## config.mk

```make
export PLATFORM = sky130hd
export DESIGN_NAME = wb_arbiter_2to1
export DESIGN_NICKNAME = d
export VERILOG_FILES = /design/src/rtl/wb_arbiter_2to1.sv
export SDC_FILE = /design/constraint.sdc
export NUM_CORES = 1
export LEC_CHECK = 0
export ABC_AREA = 1
export CAP_MARGIN = 15
export CORE_AREA = 2 2 109 111
export DETAILED_ROUTE_END_ITERATION = 10
export DIE_AREA = 0 0 111 113
export GPL_ROUTABILITY_DRIVEN = 0
export HOLD_SLACK_MARGIN = 0.15
export PLACE_DENSITY_LB_ADDON = 0.05
export SLEW_MARGIN = 30
export SYNTH_ARGS = -nofsm -noshare
export SYNTH_HDL_FRONTEND = slang
export SYNTH_SLANG_ARGS = --single-unit
export TNS_END_PERCENT = 10
```

## constraint.sdc

```tcl
create_clock -name wb_clk_i -period 2.2 [get_ports wb_clk_i]
set_clock_uncertainty 0.2 [all_clocks]
set_input_delay 0.22 -clock wb_clk_i [delete_from_list [all_inputs] [get_ports wb_clk_i]]
set_output_delay 0.22 -clock wb_clk_i [all_outputs]
set_load 0.02 [all_outputs]
```

## src/rtl/wb_arbiter_2to1.sv

```systemverilog
// Two-master Wishbone classic arbiter: IBUS (m0, read-only) and DBUS (m1) share one slave.
// Round-robin on ties, one transfer per grant, watchdog forces an ack on a hung slave.
module wb_arbiter_2to1 #(
    parameter int unsigned TIMEOUT = 256
) (
    input  logic        wb_clk_i,
    input  logic        wb_rst_i,
    input  logic [31:0] m0_adr_i,
    input  logic        m0_cyc_i,
    input  logic        m0_stb_i,
    output logic [31:0] m0_dat_o,
    output logic        m0_ack_o,
    input  logic [31:0] m1_adr_i,
    input  logic [31:0] m1_dat_i,
    input  logic        m1_we_i,
    input  logic [3:0]  m1_sel_i,
    input  logic        m1_cyc_i,
    input  logic        m1_stb_i,
    output logic [31:0] m1_dat_o,
    output logic        m1_ack_o,
    output logic [31:0] s_adr_o,
    output logic [31:0] s_dat_o,
    output logic        s_we_o,
    output logic [3:0]  s_sel_o,
    output logic        s_cyc_o,
    output logic        s_stb_o,
    input  logic [31:0] s_dat_i,
    input  logic        s_ack_i,
    input  logic        to_clr_i,
    output logic        to_err_o
);

    localparam int CNT_W = (TIMEOUT > 0) ? $clog2(TIMEOUT + 1) : 1;
    localparam logic [CNT_W-1:0] HIT_VAL = (TIMEOUT > 0) ? CNT_W'(TIMEOUT - 1) : '0;

    typedef enum logic [1:0] {
        IDLE = 2'd0,
        GNT0 = 2'd1,
        GNT1 = 2'd2
    } state_t;

    state_t           state_q, state_d;
    logic             last_gnt_q, last_gnt_d;
    logic [CNT_W-1:0] cnt_q, cnt_d;
    logic             to_err_q, to_err_d;

    logic        req0, req1;
    logic        sel1;
    logic        g_cyc, g_stb;
    logic        ack;
    logic [31:0] rd_dat;
    logic        exit_gnt;

    assign req0 = m0_cyc_i & m0_stb_i;
    assign req1 = m1_cyc_i & m1_stb_i;
    assign to_err_o = to_err_q;

    always_comb begin
        state_d    = state_q;
        last_gnt_d = last_gnt_q;
        cnt_d      = '0;
        to_err_d   = to_clr_i ? 1'b0 : to_err_q;

        s_adr_o  = '0;
        s_dat_o  = '0;
        s_we_o   = 1'b0;
        s_sel_o  = '0;
        s_cyc_o  = 1'b0;
        s_stb_o  = 1'b0;
        ack      = 1'b0;
        rd_dat   = '0;
        exit_gnt = 1'b0;

        sel1  = (state_q == GNT1);
        g_cyc = sel1 ? m1_cyc_i : m0_cyc_i;
        g_stb = sel1 ? m1_stb_i : m0_stb_i;

        case (state_q)
            IDLE: begin
                // last_gnt_q == 0 means IBUS was served last, so DBUS wins a tie
                if (req0 && req1) begin
                    state_d = last_gnt_q ? GNT0 : GNT1;
                end else if (req1) begin
                    state_d = GNT1;
                end else if (req0) begin
                    state_d = GNT0;
                end
            end
            GNT0, GNT1: begin
                s_adr_o = sel1 ? m1_adr_i : m0_adr_i;
                s_dat_o = sel1 ? m1_dat_i : 32'h0;
                s_we_o  = sel1 & m1_we_i;
                s_sel_o = sel1 ? m1_sel_i : 4'hF;
                s_cyc_o = g_cyc;
                s_stb_o = g_stb;
                rd_dat  = s_dat_i;
                if (!g_cyc) begin
                    exit_gnt = 1'b1;
                end else if (s_ack_i) begin
                    ack      = 1'b1;
                    exit_gnt = 1'b1;
                end else if ((TIMEOUT > 0) && (cnt_q == HIT_VAL)) begin
                    // Watchdog hit: release the slave and terminate the master cycle with zero data
                    s_cyc_o  = 1'b0;
                    s_stb_o  = 1'b0;
                    ack      = 1'b1;
                    rd_dat   = 32'h0;
                    to_err_d = 1'b1;
                    exit_gnt = 1'b1;
                end else begin
                    cnt_d = (TIMEOUT > 0) ? cnt_q + 1'b1 : '0;
                end
                if (exit_gnt) begin
                    state_d    = IDLE;
                    last_gnt_d = sel1;
                end
            end
            default: begin
                state_d = IDLE;
            end
        endcase

        m0_ack_o = ack & ~sel1;
        m1_ack_o = ack & sel1;
        m0_dat_o = sel1 ? 32'h0 : rd_dat;
        m1_dat_o = sel1 ? rd_dat : 32'h0;
    end

    always_ff @(posedge wb_clk_i or posedge wb_rst_i) begin
        if (wb_rst_i) begin
            state_q    <= IDLE;
            last_gnt_q <= 1'b0;
            cnt_q      <= '0;
            to_err_q   <= 1'b0;
        end else begin
            state_q    <= state_d;
            last_gnt_q <= last_gnt_d;
            cnt_q      <= cnt_d;
            to_err_q   <= to_err_d;
        end
    end

endmodule

```

==> impl_metrics.ini, run 1 <==
[run_status]
run_status = complete, but fails checks
failed_checks = setup timing

[timing]
max_clk_rate_ghz = 0.446
fin_crit_sh = 1.02
final_max_tran_viols = 0
worst_slew_pin_slew_ns = 0.490
grt_setup_unrepaired = yes
hold_violations = 0
max-slew-margin-rel = 0.673
fin_ws_ns = -0.0432
totalNegativeSetupSlack_ns = -1.18
setup_viol_count_final = 59
finalCriticalPeriod_ns = 2.24
hold_slack_ns = 0.314

[synth]
synth-async-reset-ratio = 1.00
synth-seq-cells = 13
syn_avg_cell_area_um2 = 5.48
yosysWarnings = 0
synth.net_count = 538
synth_sequential_area_ratio = 0.151
synthDistinctLibCells = 25
synth_cells = 393
mappedNetlistArea_um2 = 2150
synth_top_flop_cell = dfrtp_1
synth_edf_count = 0

[clock_network]
cts-buffers-inserted = 3
cts.path.max_buffers = 2
num_clock_sinks = 13
clk_pin_slew_ns = 0.04
ctsRootBufferMaster = clkbuf_16
cts_tree = built
htree_levels = 1
worst_skew_pair.late_latency_ns = 0.24

[placement]
io_buffer_count = 278
detailedPlace.worstSlack_ns = -0.259
place.detailed.instances = 815
post-dp-hpwl_um = 10000
placedInstanceArea_um2 = 5270

[layout]
final_common_cell = clkdlybuf4s50_1
layout-drive-gt1-share = 0.318
layout_common_cells = clkdlybuf4s50_1, nor2_1, buf_4
n_antenna_cell = 0
nets = 837
final-instance-count-excl-fill = 834
area.growth.synth_to_final_pct = 143
stdcell_area_um2 = 5240
final_core_utilization = 0.465
filler_cell_count = 1225

[critical_path]
cpLargestDelayFamily = simple AND/OR/NAND/NOR gates
worst-endpoint-required_ns = 1.78
worst_path_largest_cell_delay_ns = 0.34
timing.reg2reg.setup_slack_ns = 0.22
critical_path.reg2reg.endpoint = state_q[0]$_DFFE_PP0P_
critical_path.max_fanout = 7
start_kind = flip-flop
critPathArrivalTime_ns = 1.82
critical_path.slowest_cell = dfrtp_1
ordered_list_of_cells_on_the_worst_path = ha_2 > nand2_2 > nor2_4 > nand2_2 > nor2_4 > nand3_4 > clkbuf_16 > nand3_2 > nor2_1 > buf_4
critical_path.n_buffers_inverters = 2
ff2ff_path_depth = 11
rr_startpoint = cnt_q[0]$_DFF_PP0_
ws_path_type = flip-flop to output port
kind_of_capture_point_of_the_worst_setup_path = output port

[floorplanning]
design.die.area_um2 = 12500
num_io_pins = 279
chipHeight_um = 113
number_of_cell_rows = 39
die_width_um = 111
floorplan.initialDensity = 0.191
core-area_um2 = 11300

[min_path]
worst_hold_startpoint = last_gnt_q$_DFFE_PP0P_
hold_end = last_gnt_q$_DFFE_PP0P_
hp-class = flip-flop to flip-flop
worstHoldPathCells = 2

[grt]
grt.overflow.total = 0
grt_start_max_net_pins = 48
grt_antenna_before_repair = 0
grt_first_pass_wirelength_um = 18900
first_global_vias = 3407
groute.usage.overall = 0.188

[power_and_ir_drop]
combPwrFrac = 0.890
sw_frac_of_total = 0.542
share_seq_of_total_power = 0.051
total_leakage_power_nw = 2.89
intPower_mw = 2.68
worst_ir_drop_on_vdd_mv = 0.619
power_per_cell_area_nw_per_um2 = 1120
clkPwrFrac = 0.059
total_power_mw = 5.85
power.net_switching_mw = 3.17

[route]
detail_route.drc_violations = 0
drt_iter0_drc = 196
totalWireLength_um = 12700
detail_route.wl_per_cell_um = 15.2
antenna_left = 0
detailedRoute.firstPassIterationCount = 4
route.vias.total = 3502
vias_per_cell = 4.20

[job]
max_cap_viol_count = 0
-- cell usage after synthesis (2+ instances only) --
cell | count | area, um^2
o21ai_0 | 34 | 170
nand2_1 | 66 | 248
nand3_1 | 12 | 60.1
nor2_1 | 142 | 533
nor3_2 | 3 | 30.0
ha_1 | 4 | 50.1
inv_1 | 44 | 165
buf_6 | 5 | 56.3
a21oi_1 | 2 | 10.0
inv_2 | 2 | 7.51
nand3_2 | 30 | 300
buf_2 | 7 | 35.0
clkbuf_1 | 15 | 56.3
nor3_1 | 2 | 10.0
dfrtp_1 | 13 | 325
buf_1 | 3 | 11.3
-- how the worst max path moves through the flow --
stage                            from      endpoint  slack [ns]  cells after the start
2_1_floorplan  state_q[0]$_DFFE_PP0P_  m0_dat_o[15]        0.19                      6
3_3_place_gp   state_q[1]$_DFFE_PP0P_   s_adr_o[29]       -0.27                      6
3_5_place_dp   state_q[0]$_DFFE_PP0P_   m1_dat_o[8]       -0.26                     10
4_1_cts        state_q[0]$_DFFE_PP0P_   m1_dat_o[1]       -0.17                     10
5_1_grt        state_q[0]$_DFFE_PP0P_   m1_dat_o[8]       -0.16                     10
6_report           cnt_q[0]$_DFF_PP0_  m1_dat_o[17]       -0.04                     10
-- power by group through the flow --
stage	Sequential, mW	Clock [mW]	Combinational (mW)
finish	0.299	0.343	5.21
floorplan	0.293	0	2.70
global placement	0.300	0	5.30
CTS	0.298	0.353	4.95
global route	0.302	0.366	5.60
detailed placement	0.300	0	5.33
-- area by class of cell --
| class | count | area [um^2] | area share |
|---|---|---|---|
| Clock buffer | 4 | 78.8 | 0.0150 |
| Inverter | 46 | 173 | 0.0329 |
| Multi-Input combinational cell | 304 | 1590 | 0.303 |
| Sequential cell | 13 | 325 | 0.0621 |
| Tap cell | 143 | 179 | 0.0341 |
| Timing Repair Buffer | 324 | 2900 | 0.553 |
-- flip-flops by register name (all words and copies together) (netlist names) --
register,flops
state_q,2
to_err_o,1
cnt_q,9
last_gnt_q,1
-- worst min-delay path, cell delays in order (launching register included) --
cell,delay (ns)
dfrtp_1,0.37
nand2_1,0.06
nand2_1,0.05
-- cell families after synthesis --
| logic type | share of synthesized area |
|---|---|
| simple gates | 0.577 |
| buf+inv | 0.154 |
| compound gates | 0.0865 |
| flops | 0.151 |
| fa+ha+maj | 0.0232 |
| xor+xnor | 0.00407 |
| mux | 0.00465 |
-- metal layers --
metal | global-route usage | vias to the layer above | part of all wire
met1 | 0.215 | 1568 | 0.39
met2 | 0.365 | 127 | 0.54
met4 | 0.0308 | 0 | 0.0087
met5 | 0 | - | 0
met3 | 0.0370 | 8 | 0.057
li1 | - | 1799 | -
-- timing repair --
action | 4_1_cts | 5_1_grt
endpoints found under the hold margin | 13 | 0
endpoints found under the setup margin | 136 | 130
hold buffers | 1 | 0
gates resized for setup | 442 | 124
pin swaps | 1 | 2
gates cloned | 1 | 1
buffers inserted | 6 | 6
Note: power is estimated with default switching activity, not from simulation.
==> run 2, diff against run 1 <==
--- a/config.mk
+++ b/config.mk
@@ -11,7 +11,7 @@
 export DETAILED_ROUTE_END_ITERATION = 10
 export DIE_AREA = 0 0 111 113
 export GPL_ROUTABILITY_DRIVEN = 0
-export HOLD_SLACK_MARGIN = 0.15
+export HOLD_SLACK_MARGIN = 0.05
 export PLACE_DENSITY_LB_ADDON = 0.05
 export SLEW_MARGIN = 30
 export SYNTH_ARGS = -nofsm -noshare
==> run 2 against run 1 <==
  * The flow still finishes with violations (setup timing)
  * Critical path depth unchanged
  * Routed wire length down 0.21%
  * Sequential share of layout area about the same
  * Hold slack worse by 0.22 ns
  * First-iteration DRC count down 2.6%
  * Final cell count down 0.12%
  * Largest power group unchanged
==> impl_metrics.ini, run 2 (synthesized netlist as in run 1, its figures left out) <==
[layout]
final_common_cell = clkdlybuf4s50_1
layout_top_registers = cnt_q (9), state_q (2)
layout_common_cells = clkdlybuf4s50_1, nor2_1, buf_4
nets = 836
largest_register = cnt_q
area.growth.synth_to_final_pct = 143
layout-drive-gt1-share = 0.319
n_antenna_cell = 0
filler_cell_count = 1226
stdcell_area_um2 = 5230
largest_reg_flops = 9

[clock_network]
ctsRootBufferMaster = clkbuf_16
cts-hold-fix-buffers = 0
clk_pin_slew_ns = 0.04
cts_tree = built
num_clock_sinks = 13
cts.path.max_buffers = 2
cts-buffers-inserted = 3
worst_skew_pair.late_latency_ns = 0.24
htree_levels = 1

[grt]
global_route.usage.met2 = 0.364
grt_first_pass_wirelength_um = 18900
first_global_vias = 3395
grt_antenna_before_repair = 0
met1_usage = 0.215
global_route.usage.met3 = 0.0375
grt_start_max_net_pins = 48
grt-busiest-layer = met2
groute.usage.overall = 0.188
grt.overflow.total = 0

[route]
detail_route.drc_violations = 0
drt_iter0_drc = 191
route.vias.total = 3497
detailedRoute.firstPassIterationCount = 4
totalWireLength_um = 12600
vias_per_cell = 4.20
detail_route.wl_per_cell_um = 15.2
antenna_left = 0

[timing]
worst_slew_pin_slew_ns = 0.488
final_max_tran_viols = 0
fin_ws_ns = -0.0440
hold_violations = 0
totalNegativeSetupSlack_ns = -1.19
fin_crit_sh = 1.02
setup_viol_count_final = 59
grt_setup_unrepaired = yes
finalCriticalPeriod_ns = 2.24
max-slew-margin-rel = 0.674
max_clk_rate_ghz = 0.446

[floorplanning]
die_width_um = 111
core-area_um2 = 11300
number_of_cell_rows = 39
num_io_pins = 279
floorplan.initialDensity = 0.191
chipHeight_um = 113
design.die.area_um2 = 12500

[power_and_ir_drop]
worst_ir_drop_on_vdd_mv = 0.619
total_power_mw = 5.84
power_per_cell_area_nw_per_um2 = 1120
total_leakage_power_nw = 2.88

[critical_path]
ws_path_type = flip-flop to output port
worst-endpoint-required_ns = 1.78
start_kind = flip-flop
critPathArrivalTime_ns = 1.82
kind_of_capture_point_of_the_worst_setup_path = output port
critical_path.max_fanout = 7

[run_status]
failed_checks = setup timing
run_status = complete, but fails checks

[placement]
placedInstanceArea_um2 = 5270
io_buffer_count = 278
post-dp-hpwl_um = 10000
detailedPlace.worstSlack_ns = -0.259

[job]
max_cap_viol_count = 0

[min_path]
hp-class = primary input to async pin
run 2: cell types whose count changed in the layout (fill, tap and decap cells not counted), sizes merged:
| cell | delta |
|---|---|
| dlygate4sd3 | -1 |
run 2: stage by stage:
| stage | hold slack [ns] | util | cells |
|---|---|---|---|
| floorplan | -0.103 | - | 393 |
| global placement | 0.302 | 0.468 | 815 |
| detailed placement | 0.299 | 0.468 | 815 |
| CTS | 0.114 | 0.445 | 826 |
| global route | 0.159 | 0.464 | 833 |
| finish | 0.0978 | 0.464 | 833 |
run 2: routing by layer:
metal | part of all wire | vias up
li1 | - | 1796
met1 | 0.39 | 1564
met2 | 0.54 | 129
met3 | 0.058 | 8
met4 | 0.0087 | 0
met5 | 0 | -
run 2: critical path, stage by stage, from the launching register on:
cell and delay, ns:
dfrtp_1 0.34, ha_2 0.19, nand2_2 0.08, nor2_4 0.10, nand2_2 0.08, nor2_4 0.12
nand3_4 0.17, clkbuf_16 0.22, nand3_2 0.06, nor2_1 0.04, buf_4 0.17
run 2: where the power goes:
part | total, mW | internal (mW) | switching (mW) | leakage [nW]
sequential | 0.299 | 0.272 | 0.0273 | 0.179
clock | 0.343 | 0.244 | 0.0990 | 0.0382
combinational | 5.20 | 2.16 | 3.04 | 2.66
run 2: final cells by class:
class | instances | area (um^2) | share of cell area
clock buffers | 4 | 78.8 | 0.0151
inverters | 46 | 173 | 0.0330
multi-input cells | 304 | 1590 | 0.303
flip-flops and latches | 13 | 325 | 0.0622
well taps | 143 | 179 | 0.0342
repair buffers | 323 | 2890 | 0.552
run 2: final timing paths:
path                                             start                endpoint  slack [ns]  cells past startpoint
worst max-delay path                cnt_q[0]$_DFF_PP0_            m1_dat_o[17]       -0.04                     10
worst min-delay path                          wb_rst_i      cnt_q[0]$_DFF_PP0_         0.1                      2
worst max register to register      cnt_q[0]$_DFF_PP0_  state_q[0]$_DFFE_PP0P_        0.22                     11
worst min register to register  last_gnt_q$_DFFE_PP0P_  last_gnt_q$_DFFE_PP0P_        0.31                      2
max in group asynchronous                     wb_rst_i      cnt_q[2]$_DFF_PP0_        1.37                      2
min in group wb_clk_i           last_gnt_q$_DFFE_PP0P_  last_gnt_q$_DFFE_PP0P_        0.31                      2
run 2: what timing repair did:
| item | CTS | global route |
|---|---|---|
| gates cloned | 1 | 1 |
| resized for setup | 442 | 124 |
| hold endpoints to repair | 0 | 0 |
| endpoints found under the setup margin | 136 | 130 |
| buffers inserted | 6 | 6 |
| pin swaps | 1 | 2 |
